### src/rtl/fft_mag_writer_pkg.sv
// Shared types, widths and helpers for the FFT magnitude writer.
// Covers the FSM encoding, the sample payload layout and the alpha-max-beta-min shift constants.
package fft_mag_writer_pkg;

  localparam int unsigned SAMPLE_W    = 32;
  localparam int unsigned COMP_W      = 16;
  localparam int unsigned MAG_W       = 15;
  localparam int unsigned DIN_W       = 16;
  localparam int unsigned MAG_SHIFT_A = 2;
  localparam int unsigned MAG_SHIFT_B = 3;

  typedef enum logic [1:0] {
    ST_FILL  = 2'd0,
    ST_FLUSH = 2'd1,
    ST_HOLD  = 2'd2
  } state_e;

  typedef struct packed {
    logic signed [COMP_W-1:0] re;
    logic signed [COMP_W-1:0] im;
  } sample_t;

  // Absolute value clamped to 15 bits; the most negative input saturates to 0x7FFF.
  function automatic logic [MAG_W-1:0] sat_abs(input logic signed [COMP_W-1:0] x);
    logic signed [COMP_W-1:0] neg;
    logic [MAG_W-1:0]         res;
    neg = -x;
    if (x == {1'b1, {(COMP_W-1){1'b0}}}) begin
      res = {MAG_W{1'b1}};
    end else if (x[COMP_W-1]) begin
      res = neg[MAG_W-1:0];
    end else begin
      res = x[MAG_W-1:0];
    end
    return res;
  endfunction

endpackage

### src/rtl/fft_mag_writer_mag_approx.sv
// Two-stage magnitude approximation: |re|,|im| then max + min/4 + min/8,
// carrying the bin address and a valid bit alongside the data.
module mag_approx
  import fft_mag_writer_pkg::*;
#(
  parameter int unsigned ADDR_W = 10
) (
  input  logic              clock,
  input  logic              reset_n,
  input  logic              valid_i,
  input  logic [ADDR_W-1:0] addr_i,
  input  sample_t           sample_i,
  output logic              we_o,
  output logic [ADDR_W-1:0] addr_o,
  output logic [DIN_W-1:0]  din_o
);

  logic              v1_q;
  logic [ADDR_W-1:0] addr1_q;
  logic [MAG_W-1:0]  abs_re_q;
  logic [MAG_W-1:0]  abs_im_q;
  logic [MAG_W-1:0]  max_c;
  logic [MAG_W-1:0]  min_c;
  logic [DIN_W-1:0]  din_d;

  // Stage 1: saturating absolute values
  always_ff @(posedge clock or negedge reset_n) begin
    if (!reset_n) begin
      v1_q     <= 1'b0;
      addr1_q  <= '0;
      abs_re_q <= '0;
      abs_im_q <= '0;
    end else begin
      v1_q <= valid_i;
      if (valid_i) begin
        addr1_q  <= addr_i;
        abs_re_q <= sat_abs(sample_i.re);
        abs_im_q <= sat_abs(sample_i.im);
      end
    end
  end

  always_comb begin
    max_c = abs_re_q;
    min_c = abs_im_q;
    if (abs_im_q > abs_re_q) begin
      max_c = abs_im_q;
      min_c = abs_re_q;
    end
    din_d = DIN_W'(max_c) + DIN_W'(min_c >> MAG_SHIFT_A) + DIN_W'(min_c >> MAG_SHIFT_B);
  end

  // Stage 2: combined magnitude and BRAM write strobe
  always_ff @(posedge clock or negedge reset_n) begin
    if (!reset_n) begin
      we_o   <= 1'b0;
      addr_o <= '0;
      din_o  <= '0;
    end else begin
      we_o <= v1_q;
      if (v1_q) begin
        addr_o <= addr1_q;
        din_o  <= din_d;
      end
    end
  end

endmodule

### src/rtl/fft_mag_writer.sv
// Accepts one FFT frame per pass, writes per-bin magnitudes into BRAM port A,
// then flushes the pipeline and optionally waits for the reader before the next frame.
module fft_mag_writer
  import fft_mag_writer_pkg::*;
#(
  parameter int unsigned N_BINS        = 1024,
  parameter int unsigned ADDR_W        = 10,
  parameter bit          WAIT_CONSUMER = 1'b1
) (
  input  logic                clock,
  input  logic                reset_n,
  input  logic [SAMPLE_W-1:0] s_tdata,
  input  logic                s_tvalid,
  input  logic                s_tlast,
  output logic                s_tready,
  output logic [ADDR_W-1:0]   addr_a,
  output logic [DIN_W-1:0]    din_a,
  output logic                we_a,
  output logic                wubs_done,
  input  logic                fft_done,
  output logic                frame_err
);

  localparam logic [ADDR_W-1:0] LAST_BIN = ADDR_W'(N_BINS - 1);

  state_e            state_q, state_d;
  logic [ADDR_W-1:0] cnt_q, cnt_d;
  logic              flush_q, flush_d;
  logic              ready_q, ready_d;
  logic              done_q, done_d;
  logic              err_q, err_d;
  logic              accept_c;
  sample_t           sample_c;

  assign accept_c  = s_tvalid && ready_q;
  assign sample_c  = s_tdata;
  assign s_tready  = ready_q;
  assign wubs_done = done_q;
  assign frame_err = err_q;

  always_ff @(posedge clock or negedge reset_n) begin
    if (!reset_n) begin
      state_q <= ST_FILL;
      cnt_q   <= '0;
      flush_q <= 1'b0;
      ready_q <= 1'b0;
      done_q  <= 1'b0;
      err_q   <= 1'b0;
    end else begin
      state_q <= state_d;
      cnt_q   <= cnt_d;
      flush_q <= flush_d;
      ready_q <= ready_d;
      done_q  <= done_d;
      err_q   <= err_d;
    end
  end

  // Ready is registered from the next state so it matches FILL without a combinational path.
  always_comb begin
    state_d = state_q;
    cnt_d   = cnt_q;
    flush_d = flush_q;
    done_d  = 1'b0;
    err_d   = 1'b0;
    unique case (state_q)
      ST_FILL: begin
        if (accept_c) begin
          if (cnt_q == LAST_BIN) begin
            state_d = ST_FLUSH;
            flush_d = 1'b0;
            cnt_d   = '0;
            err_d   = !s_tlast;
          end else if (s_tlast) begin
            cnt_d = '0;
            err_d = 1'b1;
          end else begin
            cnt_d = cnt_q + ADDR_W'(1);
          end
        end
      end
      ST_FLUSH: begin
        // Done is raised one cycle early so the registered pulse lands with the last write.
        if (flush_q) begin
          state_d = ST_HOLD;
        end else begin
          flush_d = 1'b1;
          done_d  = 1'b1;
        end
      end
      ST_HOLD: begin
        if (!WAIT_CONSUMER || fft_done) begin
          state_d = ST_FILL;
          cnt_d   = '0;
        end
      end
      default: begin
        state_d = ST_FILL;
        cnt_d   = '0;
      end
    endcase
    ready_d = (state_d == ST_FILL);
  end

  mag_approx #(
    .ADDR_W (ADDR_W)
  ) u_mag (
    .clock    (clock),
    .reset_n  (reset_n),
    .valid_i  (accept_c),
    .addr_i   (cnt_q),
    .sample_i (sample_c),
    .we_o     (we_a),
    .addr_o   (addr_a),
    .din_o    (din_a)
  );

endmodule

### config.mk
export PLATFORM = sky130hd
export DESIGN_NAME = fft_mag_writer
export DESIGN_NICKNAME = d
export VERILOG_FILES = /design/src/rtl/fft_mag_writer_pkg.sv /design/src/rtl/fft_mag_writer_mag_approx.sv /design/src/rtl/fft_mag_writer.sv
export SDC_FILE = /design/constraint.sdc
export NUM_CORES = 1
export LEC_CHECK = 0
export CORE_MARGIN = 4
export CORE_UTILIZATION = 57
export CTS_CLUSTER_DIAMETER = 200
export DETAILED_ROUTE_END_ITERATION = 8
export PLACE_DENSITY = 0.81
export SETUP_SLACK_MARGIN = 0.1
export SLEW_MARGIN = 10
export SYNTH_ARGS = -nofsm -noshare
export SYNTH_HDL_FRONTEND = slang
export SYNTH_SLANG_ARGS = --single-unit
### constraint.sdc
create_clock -name clock -period 5.09 [get_ports clock]
set_input_delay 1.2725 -clock clock [delete_from_list [all_inputs] [get_ports clock]]
set_output_delay 1.2725 -clock clock [all_outputs]
set_load 0.05 [all_outputs]
==> reports/metrics.yaml <==
min_path:
  hold_start: "flush_q"
  hold_path_class: "register to register"
  min_to: "wubs_done"
  holdPathStages: 1
worst_setup_path:
  cp-end-kind: "register"
  r2r_setup_slack_ps: 360
  worstPathMaxFanout: 23
  cp-start-kind: "register"
  cpLargestDelayFamily: "compound AO/OA/AOI/OAI gates"
  r2r-end: "u_mag.din_o[14]"
  crit_required_ps: 5370
  r2r_cells: 16
  criticalPathCategory: "register to register"
  critPathBufInv: 2
  regToRegStartpoint: "u_mag.abs_re_q[4]"
  crit_slowest_cell: "dfrtp_1"
  path_cells: "inv_1 -> ha_1 -> nand4_1 -> a21oi_1 -> o2111ai_1 -> a21oi_4 -> buf_4 -> mux2_2 -> fa_1 -> ha_1 -> a21oi_1 -> o211ai_1 -> a21o_1 -> a2111oi_0 -> mux2i_1 -> o2111ai_1"
  cpPeakStageDelay_ps: 490
  arrival_ps: 5010
final_layout:
  area_growth_syn_to_layout_pct: 17.0
  multi_input_comb_area_mm2: 0.00326
  final_cell_area_mm2: 0.00655
  nets: 765
  seq_area_mm2: 0.00210
  layout-drive-gt1-share_pct: 6.98
  diodes: 0
  utilization_pct: 69.5
  n_fill_cell: 735
global_routing:
  grt_remaining_overflow: 0
  groute.usage.overall_pct: 24.9
  grt_pass1_wl_mm: 23.2
  grt_max_degree: 85
  antenna_found_initial: 0
  grt_pass1_vias: 4955
floorplanning:
  io_pins: 67
  start_util_pct: 59.5
  die_y_um: 107
  fp.coreArea_mm2: 0.00942
  die_w_um: 107
  fp-row-count: 35
  die_area_mm2: 0.0115
cts:
  cts_tree: "yes"
  root_buffer: "clkbuf_8"
  hold_buffers: 0
  cts_buffers: 9
  cts_buffer_depth: 2
  clk_pin_slew_ps: 90
  cts_sinks: 84
  clock_latency_ps: 370
  htree_num_levels: 3
place:
  dp_slack_ps: 15.3
  dp_hpwl_mm: 10.0
  io_buffer_count: 66
  gp_congestion: 0.887
  place_area_mm2: 0.00634
drt:
  vias_per_cell: 5.91
  drt-initial-drc-count: 269
  drt_wl_total_mm: 13.6
  drt_pass1_iterations: 5
  wl_per_cell_um: 16.6
  vias: 4826
  ant_nets: 0
  drc: 0
logic_synthesis:
  ys_ff_latch: 84
  synth.area.top_cells: "dfrtp_1, ha_1, nand2_1"
  synth.yosys.seq_area_share_pct: 37.6
  synthMuxAreaShare_pct: 4.87
  yosys.area.top_type: "dfrtp_1"
  yosys_warnings: 0
  synth_nets: 716
  synthFlopType: "dfrtp_1"
  synth_top_cell_area_share_pct: 37.6
  synth_cells: 634
  synthSimpleGateAreaFrac_pct: 15.4
  synthAdderAreaFrac_pct: 10.7
  ys_types: 50
  synth_edf_count: 0
  syn_avg_cell_area_um2: 8.83
  synth_compound_area_share_pct: 19.4
  synth_area_mm2: 0.00560
  async_flop_share_pct: 100
  synth_top_family_by_area: "compound AO/OA/AOI/OAI gates"
  synth_xor_area_share_pct: 7.20
timing:
  drv_slew: 0
  clock_skew_ps: 7.52
  fin_crit_ps: 4730
  fin_tns_setup_ps: 0
  period_share_pct: 92.9
  hold_slack_ps: 476
  tightest_slew_ps: 1060
  hold_viol: 0
  relSlewSlack_pct: 29.5
  fin_ws_ps: 361
  setup_viol: 0
  rsz0062_at_grt: "false"
  fmax_mhz: 211
run_status:
  status: "finished clean"
power_and_ir_drop:
  p_per_area_mw_per_mm2: 497
  p_leak_uw: 0.00294
  ir_drop_uv: 440
flow_run:
  maxCapViolCount: 0
==> placed cells by master, fill, tap and decap left out, drive strengths merged, types with 18 or more instances in the layout <==
cell and n:
xor2 25, dfrtp 84, ha 40, mux2 18
clkdlybuf4s50 65, a21oi 35, inv 38, nand2 93
xnor2 21, nor2 48, o21ai 52
==> worst max path at each step <==
stage | endpoint | slack [ps] | from | depth (start not counted)
after floorplan | u_mag.din_o[13] | 540 | u_mag.abs_re_q[4] | 20
after global placement | u_mag.din_o[13] | 360 | u_mag.abs_re_q[9] | 16
after detailed placement | u_mag.din_o[13] | 20 | u_mag.abs_re_q[9] | 18
after CTS | u_mag.din_o[13] | 150 | u_mag.abs_re_q[9] | 18
after global routing | u_mag.din_o[14] | 100 | u_mag.abs_re_q[4] | 16
final | u_mag.din_o[14] | 360 | u_mag.abs_re_q[4] | 16
==> power by group <==
group / total [uW] / internal, uW / switching, uW
Clock: 456 / 184 / 273
Combinational: 1930 / 796 / 1130
Sequential: 872 / 777 / 95.0
Total: 3250 / 1760 / 1500
==> cell type report <==
| class | instances | share of cell area (%) |
|---|---|---|
| inverters | 36 | 2.06 |
| well taps | 129 | 2.47 |
| flip-flops and latches | 84 | 32.1 |
| clock buffers | 9 | 1.89 |
| repair buffers | 72 | 10.7 |
| multi-input cells | 480 | 49.8 |
| clock inverters | 7 | 0.898 |
==> per-stage QoR <==
step / std cells / power (uW)
floorplan: 634 / 2270
global placement: 801 / 2680
detailed placement: 801 / 2760
CTS: 817 / 3230
global route: 817 / 3510
finish: 817 / 3250
==> timing repair <==
| action | in CTS | in global routing |
|---|---|---|
| resized for setup | 1 | 5 |
| pin swaps | 0 | 1 |
| setup buffers | 0 | 0 |
| setup endpoints to repair | 2 | 6 |
==> cell usage after synthesis, types with 8 or more instances <==
cell type  count
a22oi_1       14
o31ai_1       11
nand2_1       93
o21ai_0       52
ha_1          40
inv_1         36
clkbuf_1      23
buf_1         10
nand3_1       14
dfrtp_1       84
xnor2_1       21
nor2_1        48
mux2_2        18
a311o_1        8
xor2_1        25
a21oi_1       35
==> routing by layer <==
layer,up-vias,track usage (%),routed length [um]
met2,144,40.6,6480
met5,-,0,0
met1,2323,33.7,6150
met3,23,4.27,701
met4,0,8.22,233
li1,2336,-,-
==> registers in the layout (all words and copies together), names as in the netlist <==
name            count
u_mag.we_o          1
frame_err           1
flush_q             1
wubs_done           1
state_q             2
cnt_q              10
s_tready            1
u_mag.v1_q          1
u_mag.addr1_q      10
u_mag.din_o        16
u_mag.abs_re_q     15
u_mag.addr_o       10
u_mag.abs_im_q     15
==> cell families after synthesis <==
family / Yosys count
AOI/OAI and AO/OA: 168
xor gates and xnor gates: 46
adders and majority gates: 45
buffers and inverters: 70
DFF: 84
muxes: 25
and+or+nand+nor: 196
Power figures use the tool's default switching activity.
